$ cat src/rtl/uart_pkg.sv
// rtl/uart_pkg.sv - shared types, oversampling constants and bit vote helper for the UART receiver
package uart_pkg;

    typedef enum logic [2:0] {
        RX_IDLE,
        RX_START,
        RX_DATA,
        RX_PARITY,
        RX_STOP,
        RX_BREAK
    } rx_state_e;

    localparam int OS_RATE    = 16;
    localparam int SAMPLE_LO  = 7;
    localparam int SAMPLE_MID = 8;
    localparam int SAMPLE_HI  = 9;

    function automatic logic majority3(input logic a, input logic b, input logic c);
        return (a & b) | (a & c) | (b & c);
    endfunction

endpackage

$ cat src/rtl/uart_rx_fifo.sv
// rtl/uart_rx_fifo.sv - synchronous byte FIFO, push/full write side, valid/ready read side
module uart_rx_fifo #(
    parameter int DEPTH = 8,
    parameter int WIDTH = 8
) (
    input  logic                     clk,
    input  logic                     reset,
    input  logic                     push,
    input  logic [WIDTH-1:0]         push_data,
    output logic                     full,
    output logic                     overrun,
    output logic [WIDTH-1:0]         out_data,
    output logic                     out_valid,
    input  logic                     out_ready,
    output logic [$clog2(DEPTH):0]   count
);

    localparam int AW = $clog2(DEPTH);
    localparam int CW = AW + 1;

    logic [WIDTH-1:0] mem [DEPTH];
    logic [AW-1:0]    wr_ptr;
    logic [AW-1:0]    rd_ptr;
    logic             pop;
    logic             wr_en;

    assign full      = (count == CW'(DEPTH));
    assign out_valid = (count != '0);
    assign pop       = out_valid && out_ready;
    // A simultaneous read frees a slot, so a push at full is still accepted.
    assign wr_en     = push && (!full || pop);
    assign out_data  = out_valid ? mem[rd_ptr] : '0;

    always_ff @(posedge clk) begin
        if (wr_en) begin
            mem[wr_ptr] <= push_data;
        end
    end

    always_ff @(posedge clk) begin
        if (reset) begin
            wr_ptr  <= '0;
            rd_ptr  <= '0;
            count   <= '0;
            overrun <= 1'b0;
        end else begin
            overrun <= push && !wr_en;
            if (wr_en) begin
                wr_ptr <= wr_ptr + 1'b1;
            end
            if (pop) begin
                rd_ptr <= rd_ptr + 1'b1;
            end
            if (wr_en && !pop) begin
                count <= count + 1'b1;
            end else if (!wr_en && pop) begin
                count <= count - 1'b1;
            end
        end
    end

endmodule

$ cat src/rtl/uart_rx_os16.sv
// rtl/uart_rx_os16.sv - 16x oversampled 8N1 UART receiver with glitch reject, bit voting and output FIFO
// Define UART_RX_PARITY_EN to expect an even parity bit between data and stop.
module uart_rx_os16
    import uart_pkg::*;
#(
    parameter int CLK_FREQ   = 50_000_000,
    parameter int BAUD       = 115200,
    parameter int FIFO_DEPTH = 8
) (
    input  logic                          clk,
    input  logic                          reset,
    input  logic                          rx_serial,
    output logic [7:0]                    out_data,
    output logic                          out_valid,
    input  logic                          out_ready,
    output logic [$clog2(FIFO_DEPTH):0]   fifo_count,
    output logic                          frame_err,
    output logic                          overrun,
    output logic                          parity_err
);

    localparam int OS_DIV = CLK_FREQ / (BAUD * OS_RATE);
    localparam int TICK_W = (OS_DIV > 1) ? $clog2(OS_DIV) : 1;

    logic              rx_meta;
    logic              rx_sync;
    logic [TICK_W-1:0] tick_cnt;
    logic              os_tick;
    rx_state_e         state;
    logic [3:0]        os_cnt;
    logic [2:0]        bit_idx;
    logic [7:0]        shift;
    logic [1:0]        samp;
    logic              push;
    logic              decide;
    logic              bit_val;
    logic              fifo_full;

    assign os_tick = (tick_cnt == TICK_W'(OS_DIV - 1));
    assign decide  = (os_cnt == 4'(SAMPLE_HI));
    assign bit_val = majority3(samp[0], samp[1], rx_sync);

    always_ff @(posedge clk) begin
        if (reset) begin
            rx_meta  <= 1'b1;
            rx_sync  <= 1'b1;
            tick_cnt <= '0;
        end else begin
            rx_meta  <= rx_serial;
            rx_sync  <= rx_meta;
            tick_cnt <= os_tick ? '0 : tick_cnt + 1'b1;
        end
    end

`ifdef UART_RX_PARITY_EN
    logic par_bit;
    logic parity_err_q;
    assign parity_err = parity_err_q;
`else
    assign parity_err = 1'b0;
`endif

    always_ff @(posedge clk) begin
        if (reset) begin
            state     <= RX_IDLE;
            os_cnt    <= '0;
            bit_idx   <= '0;
            shift     <= '0;
            samp      <= '0;
            push      <= 1'b0;
            frame_err <= 1'b0;
`ifdef UART_RX_PARITY_EN
            par_bit      <= 1'b0;
            parity_err_q <= 1'b0;
`endif
        end else begin
            push      <= 1'b0;
            frame_err <= 1'b0;
`ifdef UART_RX_PARITY_EN
            parity_err_q <= 1'b0;
`endif
            if (os_tick) begin
                if (state != RX_IDLE) begin
                    os_cnt <= os_cnt + 1'b1;
                end
                if (os_cnt == 4'(SAMPLE_LO)) begin
                    samp[0] <= rx_sync;
                end
                if (os_cnt == 4'(SAMPLE_MID)) begin
                    samp[1] <= rx_sync;
                end
                case (state)
                    RX_IDLE: begin
                        if (!rx_sync) begin
                            state  <= RX_START;
                            os_cnt <= '0;
                        end
                    end
                    RX_START: begin
                        if (decide && bit_val) begin
                            state <= RX_IDLE;
                        end else if (os_cnt == 4'd15) begin
                            state   <= RX_DATA;
                            bit_idx <= '0;
                        end
                    end
                    RX_DATA: begin
                        if (decide) begin
                            shift[bit_idx] <= bit_val;
                        end
                        if (os_cnt == 4'd15) begin
                            if (bit_idx == 3'd7) begin
`ifdef UART_RX_PARITY_EN
                                state <= RX_PARITY;
`else
                                state <= RX_STOP;
`endif
                            end else begin
                                bit_idx <= bit_idx + 1'b1;
                            end
                        end
                    end
`ifdef UART_RX_PARITY_EN
                    RX_PARITY: begin
                        if (decide) begin
                            par_bit <= bit_val;
                        end
                        if (os_cnt == 4'd15) begin
                            state <= RX_STOP;
                        end
                    end
`endif
                    // Leave at mid-stop so the next start edge is caught without a gap.
                    RX_STOP: begin
                        if (decide) begin
                            if (!bit_val) begin
                                frame_err <= 1'b1;
                                state     <= RX_BREAK;
                            end else begin
`ifdef UART_RX_PARITY_EN
                                if (par_bit != ^shift) begin
                                    parity_err_q <= 1'b1;
                                end else begin
                                    push <= 1'b1;
                                end
`else
                                push <= 1'b1;
`endif
                                state <= RX_IDLE;
                            end
                        end
                    end
                    RX_BREAK: begin
                        if (rx_sync) begin
                            state <= RX_IDLE;
                        end
                    end
                    default: state <= RX_IDLE;
                endcase
            end
        end
    end

    uart_rx_fifo #(
        .DEPTH (FIFO_DEPTH),
        .WIDTH (8)
    ) u_fifo (
        .clk       (clk),
        .reset     (reset),
        .push      (push),
        .push_data (shift),
        .full      (fifo_full),
        .overrun   (overrun),
        .out_data  (out_data),
        .out_valid (out_valid),
        .out_ready (out_ready),
        .count     (fifo_count)
    );

endmodule

$ cat config.mk
export PLATFORM = sky130hd
export DESIGN_NAME = uart_rx_os16
export DESIGN_NICKNAME = d
export VERILOG_FILES = /design/src/rtl/uart_pkg.sv /design/src/rtl/uart_rx_fifo.sv /design/src/rtl/uart_rx_os16.sv
export SDC_FILE = /design/constraint.sdc
export NUM_CORES = 1
export LEC_CHECK = 0
export ABC_AREA = 1
export BUFFER_PORTS_ARGS = -buffer_cell sky130_fd_sc_hd__clkbuf_2
export CORE_UTILIZATION = 66
export DETAILED_ROUTE_END_ITERATION = 10
export PLACE_DENSITY = 0.91
export SLEW_MARGIN = 30
export SYNTH_ARGS = -nofsm -noshare
export SYNTH_HDL_FRONTEND = slang
export SYNTH_SLANG_ARGS = --single-unit
$ cat constraint.sdc
create_clock -name clk -period 4.2 [get_ports clk]
set_input_delay 0.21 -clock clk [delete_from_list [all_inputs] [get_ports clk]]
set_output_delay 0.21 -clock clk [all_outputs]
set_load 0.02 [all_outputs]
; After elaboration in Yosys (flattened, before gate mapping)
; Memories as Yosys holds them, arrays and structs flattened. A register that Yosys moved wholly into a read port is not among the register bits.
; Index checks and enable logic that the tools add are counted.
[op_classes]
magnitude_cmp = 2
add_sub_neg = 7
n_reduce_logical = 23
n_bitwise = 8
mux = 29
n_eq_ne = 20
[op_table]
columns = operator, count
row1 = $mux 3, 14
row2 = $mux 4, 5
row3 = $eq 4x4->1 const B, 4
row4 = $ne 2x2->1 const B, 8
row5 = $pmux 3 s5, 1
row6 = $add 3x1->3 const B, 3
row7 = $eq 3x3->1 const B, 3
row8 = $add 4x1->4 const B, 2
row9 = $bwmux 8, 1
row10 = $mux 8, 1
row11 = $logic_and 1x1->1, 7
row12 = $reduce_and 7->1, 1
row13 = $pmux 3 s2, 1
row14 = $reduce_and 6->1, 1
row15 = $add 5x1->5 const B, 1
row16 = $eq 5x5->1 const B, 1
row17 = $mux 1, 5
row18 = $eq 4x3->1 const B, 1
row19 = $lt 3x4->1 const B, 1
row20 = $reduce_and 2->1, 2
row21 = $reduce_bool 2->1, 2
row22 = $reduce_bool 4->1, 1
row23 = $reduce_or 4->1, 1
row24 = $sub 4x1->4 const B, 1
row25 = other kinds (14), 21
[word_totals]
inputBits = 4
regBits = 40
mem_bits_rw = 64
memories = 1
output_inout_bits = 16
[mem_list]
columns = name, depth, width, read_ports, rd_ports_with_merged_regs, write_ports, line_no
row1 = u_fifo.mem, 8, 8, 1, 1, 1, uart_rx_fifo.sv:21  ; logic [WIDTH-1:0] mem [DEPTH];

; Depth between registers and ports, before layout
; Gate-level depths: netlist (run 1).
[depth]
ltp_word = 8
ltp_mapped = 12
ltp_nobuf = 12

; Hierarchy
; Synthesis (run 1) repeated with hierarchy kept, for this count alone.
[unflattened]
cells_unflattened = 536
hier_area_um2 = 4845.9
[modules_own_cells]
columns = module, area_per_inst_um2, instances, seq_area_each_um2, cells_each
row1 = uart_rx_fifo, 3339.5, 1, 2202.1, 328
row2 = uart_rx_os16, 1506.4, 1, 580.6, 208

; Worst setup path after synthesis (run 1)
; Ideal clock, no wire load.
[synth_timing]
path_type = reg-to-reg
start = register u_fifo.count[0]
end = register u_fifo.count[3]
stages_incl_launch_ff = 13
arrival_time_ns = 2.037
path_buffers = 0
setup_slack_ns = 2.093
setup_time_ns = 0.070
period_less_slack_ns = 2.107
cell_sequence = dfxtp_1 -> nor2_1 -> nand3_1 -> nand2_1 -> inv_1 -> ha_1 -> inv_1 -> ha_1 -> a21oi_1 -> and2_1 -> xor2_1 -> nand2_1 -> a21oi_1
[synth_via]
elab_chain_cells = 7
[synth_rtl]
columns = element, line_no
row1 = "start, declared", uart_rx_fifo.sv:15  ; output logic [$clog2(DEPTH):0] count
row2 = "start signal, assigned", uart_rx_fifo.sv:55  ; count <= count + 1'b1;
row3 = "start signal, assigned", uart_rx_fifo.sv:57  ; count <= count - 1'b1;
row4 = $eq 4x4->1 / $reduce_bool 4->1 (equally long branches), "uart_rx_fifo.sv:27, uart_rx_fifo.sv:28"
row5 = $logic_not 1->1 / $logic_and 1x1->1 (equally long branches), "uart_rx_fifo.sv:31, uart_rx_fifo.sv:29"
row6 = $logic_or 1x1->1 *, uart_rx_fifo.sv:31  ; assign wr_en = push && (!full || pop);
row7 = $logic_and 1x1->1 *, uart_rx_fifo.sv:31
row8 = named net u_fifo.wr_en, uart_rx_fifo.sv:25  ; logic wr_en;
row9 = $logic_not 1->1, uart_rx_fifo.sv:56  ; end else if (!wr_en && pop) begin
row10 = $logic_and 1x1->1, uart_rx_fifo.sv:56
row11 = $reduce_bool 2->1 (no line), -
; The timed path passes the listed nets; every way through them passes the cells marked *. The select of a mux whose other input is x is not followed.
; A chain may end at the register's enable or synchronous reset.

==> flow_metrics.py, run 1 <==
metrics = {
    "logic_synthesis": {
        "synth_warnings": 0,
        "async_flop_share_pct": 0,
        "synth_edf_count": 64,
        "syn_area_mm2": 0.00470,
        "ys_types": 36,
        "ys.flop_type": "edfxtp_1",
        "avgSynthCellArea_um2": 9.80,
        "syn_nets": 497,
        "synth_seq_cells": 107,
        "synthCells": 480,
        "seq_area_frac_synth_pct": 59.1,
    },
    "floorplanning": {
        "io_pins": 20,
        "rows": 30,
        "fp.coreArea_mm2": 0.00683,
        "die_area_mm2": 0.00747,
        "die_height_um": 86.4,
        "die_w_um": 86.4,
        "start_util_pct": 68.9,
    },
    "finish": {
        "final_cell_mix": "99 x nor2_1, 64 x edfxtp_1, 55 x nand2_1",
        "drive_above_1_share_pct": 12.2,
        "final_common_cell": "nor2_1",
        "area_growth_syn_to_layout_pct": 7.50,
        "final_cells": 596,
        "antenna-diode-count": 0,
        "nNetsFinal": 512,
    },
    "route": {
        "wl_per_cell_um": 14.3,
        "dr_total_vias": 3315,
        "vias_per_cell": 5.56,
        "first_pass_iters": 5,
        "drt-total-wl_um": 8550,
        "drtIter0Drc": 225,
        "drcViolationCount": 0,
        "final_antenna_net_count": 0,
    },
    "sta": {
        "slew_headroom_pct": 48.5,
        "setup_tns_ns": 0,
        "finalWorstPathRequiredPeriod_ns": 2.50,
        "rsz0062_at_grt": "false",
        "setup_violations": 0,
        "finalClockSkew_ns": 0.0122,
        "hold_viol_final": 0,
        "whs_ns": 0.0182,
        "period_share_pct": 59.5,
        "final.setup.worst_slack_ns": 1.70,
        "max_freq_ghz": 0.400,
        "slew_violations": 0,
        "tightest_slew_ns": 0.769,
    },
    "hold_path": {
        "hp-class": "primary input to register",
    },
    "clock_tree": {
        "cts_resized": 0,
        "cts_made_buffers": 9,
        "clock-sinks": 107,
        "clockBufferDepth": 2,
        "cts_tree": "done",
        "root_buffer": "clkbuf_8",
        "ctsHoldBuffers": 0,
        "postCtsSetupBuffers": 0,
        "htreeDepth": 3,
        "cts.clk_slew.worst_paths_ns": 0.11,
        "clk_latency_ns": 0.37,
    },
    "grt": {
        "grt_use_met2_pct": 42.5,
        "grt_max_degree": 34,
        "overflow": 0,
        "grt_pass1_vias": 3154,
        "grt_use_total_pct": 24.6,
        "grt_pass1_wl_um": 13900,
        "top_usage_layer": "met2",
        "use_met3_pct": 3.43,
        "antenna_found_initial": 0,
        "grtUsageMet1_pct": 30.7,
    },
    "placed_design": {
        "port_buffers": 18,
        "gp_congestion": 0.906,
        "dpl_worst_slack_ns": 1.97,
        "dp_cells": 580,
        "dp_hpwl_um": 5800,
    },
    "pwr": {
        "peakVddDrop_mv": 0.180,
        "total_leakage_power_uw": 0.00207,
        "cellPowerDensity_mw_per_mm2": 351,
    },
    "critical_path": {
        "cp-start-kind": "register",
        "critPathMaxFanout": 33,
        "endpoint": "out_data[0]",
        "rr_worst_depth": 12,
        "timing.rr.end": "u_fifo.count[3]$_SDFFE_PP0P_",
        "end_kind": "output pin",
        "criticalPathCategory": "register to output pin",
        "worstPathArrival_ns": 2.29,
        "worst_ep_required_time_ns": 3.99,
        "worstReg2RegStart": "u_fifo.count[0]$_SDFFE_PP0P_",
        "reg2reg_slack_ns": 1.90,
    },
    "run": {
        "cap_violations": 0,
    },
    "run_status": {
        "status": "complete, no violations",
    },
}
==> sequential cells by signal (all words and copies together), names as in the netlist, 2 cells and up, named ones only <==
register,flops
os_cnt,4
samp,2
state,3
tick_cnt,5
u_fifo.count,4
u_fifo.rd_ptr,3
shift,8
u_fifo.mem,64
u_fifo.wr_ptr,3
bit_idx,3
==> layout make-up <==
class,count,area [um^2]
Clock buffer,9,124
Clock inverter,7,85.1
Fill cell,454,1770
Inverter,42,158
Multi-Input combinational cell,316,1690
Sequential cell,107,2780
Tap cell,96,120
Timing Repair Buffer,19,97.6
==> worst min-delay path by stage <==
stage / from / endpoint / cells after the start
2_1_floorplan: rx_serial / rx_meta$_SDFF_PP1_ / 1
3_3_place_gp: rx_meta$_SDFF_PP1_ / rx_sync$_SDFF_PP1_ / 1
3_5_place_dp: rx_serial / rx_meta$_SDFF_PP1_ / 2
4_1_cts: rx_serial / rx_meta$_SDFF_PP1_ / 2
5_1_grt: rx_serial / rx_meta$_SDFF_PP1_ / 2
6_report: rx_serial / rx_meta$_SDFF_PP1_ / 2
==> cell usage after synthesis (2+ instances only) <==
| master | n | share of area (%) |
|---|---|---|
| nor2_1 | 99 | 7.9 |
| edfxtp_1 | 64 | 41 |
| nand2_1 | 55 | 4.4 |
| o21ai_0 | 46 | 4.9 |
| dfxtp_1 | 43 | 18 |
| inv_1 | 39 | 3.1 |
| a21oi_1 | 17 | 1.8 |
| nand3_1 | 13 | 1.4 |
| ha_1 | 12 | 3.2 |
| nor3_1 | 12 | 1.3 |
| buf_2 | 9 | 0.96 |
| mux2i_1 | 8 | 1.7 |
| o21ai_1 | 8 | 0.85 |
| o22ai_1 | 8 | 1.1 |
| nand4_1 | 5 | 0.66 |
| clkbuf_1 | 4 | 0.32 |
| nor2_4 | 4 | 0.96 |
| o21bai_2 | 4 | 0.96 |
| xor2_1 | 4 | 0.74 |
| inv_2 | 3 | 0.24 |
| nand2_2 | 3 | 0.40 |
| nand3_2 | 3 | 0.64 |
| buf_4 | 2 | 0.32 |
| nor2_2 | 2 | 0.27 |
| or2_2 | 2 | 0.27 |
==> critical path, cell delays in order (launching register included) <==
cell      delay (ns)
dfxtp_1         0.31
buf_4           0.23
inv_1           0.57
nor2_1          0.08
o21ai_0         0.24
o21ai_0         0.12
nor2_1          0.16
clkbuf_2        0.19
==> power breakdown <==
part           total (uW)  internal [uW]  switching (uW)
Combinational        19.9           6.13            13.7
Clock                 651            286             365
Sequential           1100           1100            3.15
==> layer usage <==
metal | vias up | wire length [um]
met3 | 17 | 482
li1 | 1649 | -
met2 | 97 | 4350
met1 | 1552 | 3570
met5 | - | 0
met4 | 0 | 136
==> per-stage QoR <==
| step | util [%] | total power, uW | area [um^2] |
|---|---|---|---|
| global placement | 71.0 | 1150 | 4850 |
| floorplan | - | 1140 | 4700 |
| detailed placement | 71.0 | 1150 | 4850 |
| finish | 74.0 | 1780 | 5060 |
| global route | 74.0 | 1820 | 5060 |
| CTS | 74.0 | 1780 | 5060 |
==> cells by family after synthesis <==
| kind of cell | count (synthesis) | share of synthesized area, % |
|---|---|---|
| and+or+nand+nor | 202 | 19.3 |
| DFF | 107 | 59.1 |
| AOI/OAI and AO/OA | 87 | 10.3 |
| buffers and inverters | 57 | 4.95 |
| adders and majority gates | 13 | 3.62 |
| muxes | 8 | 1.70 |
| xor gates and xnor gates | 5 | 0.931 |
| other | 1 | 0.0797 |
(Power assumes the default switching activity.)
==> run 2: changes to the inputs <==
ABC_AREA = 0   (was 1)
CORE_UTILIZATION = 61   (was 66)
PLACE_DENSITY = 0.85   (was 0.91)
clock period = 2.5 ns   (was 4.2 ns; I/O delays follow)
==> flow_metrics.py, run 2 <==
metrics = {
    "grt": {
        "overflow": 0,
        "grt_use_total_pct": 22.2,
        "grt_pass1_vias": 2617,
        "antenna_found_initial": 0,
        "grt_pass1_wl_um": 12600,
        "grt_max_degree": 29,
    },
    "sta": {
        "finalWorstPathRequiredPeriod_ns": 2.46,
        "max_freq_ghz": 0.406,
        "setup_tns_ns": 0,
        "hold_viol_final": 0,
        "slew_headroom_pct": 59.3,
        "slew_violations": 0,
        "finalClockSkew_ns": 0.0166,
        "rsz0062_at_grt": "true",
        "tightest_slew_ns": 0.606,
        "period_share_pct": 98.4,
        "setup_violations": 0,
    },
    "floorplanning": {
        "die_height_um": 88.4,
        "io_pins": 20,
        "rows": 31,
        "start_util_pct": 62.8,
        "die_w_um": 88.4,
        "die_area_mm2": 0.00782,
        "fp.coreArea_mm2": 0.00725,
    },
    "logic_synthesis": {
        "synthCells": 337,
        "synth_top_area_cell": "edfxtp_1",
        "synth.mux.area_fraction_pct": 13.0,
        "synth_warnings": 0,
        "ys_types": 56,
        "synth-simple-area-share_pct": 13.2,
        "synthTopCellsByCount": "64 x edfxtp_1, 43 x dfxtp_1, 40 x nor2_1",
        "ys.flop_type": "edfxtp_1",
        "async_flop_share_pct": 0,
        "avgSynthCellArea_um2": 13.5,
        "yosys-top-cells-area": "edfxtp_1 42%, dfxtp_1 19%, mux4_2 7.9%",
        "synth_seq_cells": 107,
        "synth_fa_ha_area_share_pct": 3.98,
        "synth_compound_area_share_pct": 4.86,
        "synth_top_family_by_area": "simple AND/OR/NAND/NOR gates",
        "synthXorXnorAreaFrac_pct": 1.35,
        "synth_edf_count": 64,
        "seq_area_frac_synth_pct": 61.1,
        "syn_area_mm2": 0.00456,
        "syn_nets": 354,
        "yosysMostFrequentCell": "edfxtp_1",
        "synth_top_area_share_pct": 42.2,
    },
    "placed_design": {
        "dpl_cell_area_mm2": 0.00485,
        "dp_hpwl_um": 5630,
        "dp_cells": 451,
        "gp_congestion": 0.823,
        "port_buffers": 18,
    },
    "route": {
        "vias_per_cell": 5.77,
        "top_layer": "met4",
        "drtIter0Drc": 122,
        "dr_wl_met2_um": 4380,
        "wl_per_cell_um": 17.1,
        "m1WireLength_um": 3330,
        "drt-total-wl_um": 8120,
        "final_antenna_net_count": 0,
        "first_pass_iters": 4,
        "drcViolationCount": 0,
        "dr_total_vias": 2735,
        "met3_length_um": 268,
    },
    "finish": {
        "fin_area_mm2": 0.00511,
        "regArea_mm2": 0.00279,
        "largest_reg_flops": 64,
        "drive_above_1_share_pct": 24.3,
        "final_cells": 474,
        "largest_register": "u_fifo.mem",
        "fill_cells": 506,
        "multi_input_area_mm2": 0.00171,
        "final_cell_mix": "64 x edfxtp_1, 41 x dfxtp_1, 40 x nor2_1",
        "nNetsFinal": 387,
        "antenna-diode-count": 0,
        "final_common_cell": "edfxtp_1",
        "top_regs": "u_fifo.mem: 64 flops, shift: 8 flops, tick_cnt: 5 flops",
        "area_growth_syn_to_layout_pct": 12.1,
        "final_util_pct": 70.4,
    },
    "pwr": {
        "power.internal_uw": 2240,
        "peakVddDrop_mv": 0.292,
        "cellPowerDensity_mw_per_mm2": 562,
        "p_total_uw": 2870,
        "pwr-share-clk_pct": 34.4,
        "p_seq_share_pct": 64.5,
        "combPwrFrac_pct": 1.1,
        "p_sw_share_pct": 21.9,
        "total_leakage_power_uw": 0.00193,
        "switchingPower_uw": 629,
    },
    "critical_path": {
        "criticalPathCategory": "register to register",
        "critPathMaxFanout": 5,
        "cp-start-kind": "register",
        "worst_ep_required_time_ns": 2.75,
        "worstPathArrival_ns": 2.72,
        "end_kind": "register",
    },
    "clock_tree": {
        "clk_latency_ns": 0.36,
        "clockBufferDepth": 2,
        "root_buffer": "clkbuf_8",
        "cts_tree": "done",
        "cts.clk_slew.worst_paths_ns": 0.11,
        "clock-sinks": 107,
        "cts_made_buffers": 9,
        "htreeDepth": 3,
    },
    "run": {
        "cap_violations": 0,
    },
    "hold_path": {
        "hp-class": "primary input to register",
    },
    "run_status": {
        "status": "complete, no violations",
    },
}
[run 2: cell count changes in the layout (fill, tap and decap cells not counted), moves of 7 or more]
| cell | before | now |
|---|---|---|
| mux4_2 | 0 | 16 |
| nand2_1 | 55 | 20 |
| mux2i_1 | 8 | 20 |
| nor3_1 | 12 | 4 |
| a21oi_1 | 17 | 7 |
| o22ai_1 | 8 | 0 |
| nor2_1 | 99 | 40 |
| o21ai_0 | 46 | 4 |
| nand3_1 | 13 | 6 |
| buf_4 | 1 | 21 |
| nand2b_1 | 0 | 9 |
| o21ai_1 | 8 | 0 |
| inv_1 | 39 | 6 |
[run 2: cells by family after synthesis]
logic type                 after synthesis
and+or+nand+nor                        111
other                                    1
buffers and inverters                   26
xor gates and xnor gates                 7
AOI/OAI and AO/OA                       32
adders and majority gates               14
muxes                                   39
DFF                                    107
[run 2: worst max-delay path, cell delays in order (launching register included)]
cell     delay, ns
dfxtp_4       0.37
or3_4         0.42
nor2_4        0.13
inv_4         0.06
nand2_4       0.07
ha_4          0.15
inv_4         0.05
ha_4          0.20
a21o_1        0.17
a21oi_2       0.17
mux2i_1       0.22
mux2_2        0.35
[run 2: timing repair]
action,4_1_cts,5_1_grt
hold endpoints to repair,1,0
hold buffers,1,0
resized for setup,0,2
setup endpoints to repair,0,1
buffers inserted,0,6
[run 2: metrics by stage]
stage,setup WS [ns],hold WS (ns)
floorplan,0.0329,0.229
global placement,0.122,0.310
detailed placement,0.0344,0.317
CTS,0.00593,0.0859
global route,-0.0544,0.0981
finish,0.0388,0.103
[run 2: path summary, 6_finish.rpt]
path | start | to | slack [ns] | depth (start not counted)
worst min register to register | rx_meta$_SDFF_PP1_ | rx_sync$_SDFF_PP1_ | 0.42 | 1
worst max-delay path | u_fifo.count[0]$_SDFFE_PP0P_ | u_fifo.count[3]$_SDFFE_PP0P_ | 0.04 | 11
worst max register to register | u_fifo.count[0]$_SDFFE_PP0P_ | u_fifo.count[3]$_SDFFE_PP0P_ | 0.04 | 11
worst min-delay path | out_ready | register | 0.10 | 3
[run 2: cell type report]
class                      instances  share of cell area [%]
clock buffer                       9                    2.42
clock inverter                     7                    1.30
inverter                           8                   0.686
multi-input combinational        204                    33.5
sequential                       107                    54.6
tap                               99                    2.42
timing repair buffer              40                    5.05
[run 2: power by group through the flow]
stage	clock (uW)	sequential, uW	combinational [uW]
6_report	987	1850	31.4
5_1_grt	1080	1850	35.8
4_1_cts	1010	1850	31.5
3_5_place_dp	0	1890	30.3
3_3_place_gp	0	1890	28.9
2_1_floorplan	0	1890	23.1
[run 2: routing by layer]
metal,up-vias,track usage (%)
met5,-,0
met4,0,8.06
met3,14,4.57
met2,65,40.2
met1,1346,26.0
li1,1310,-
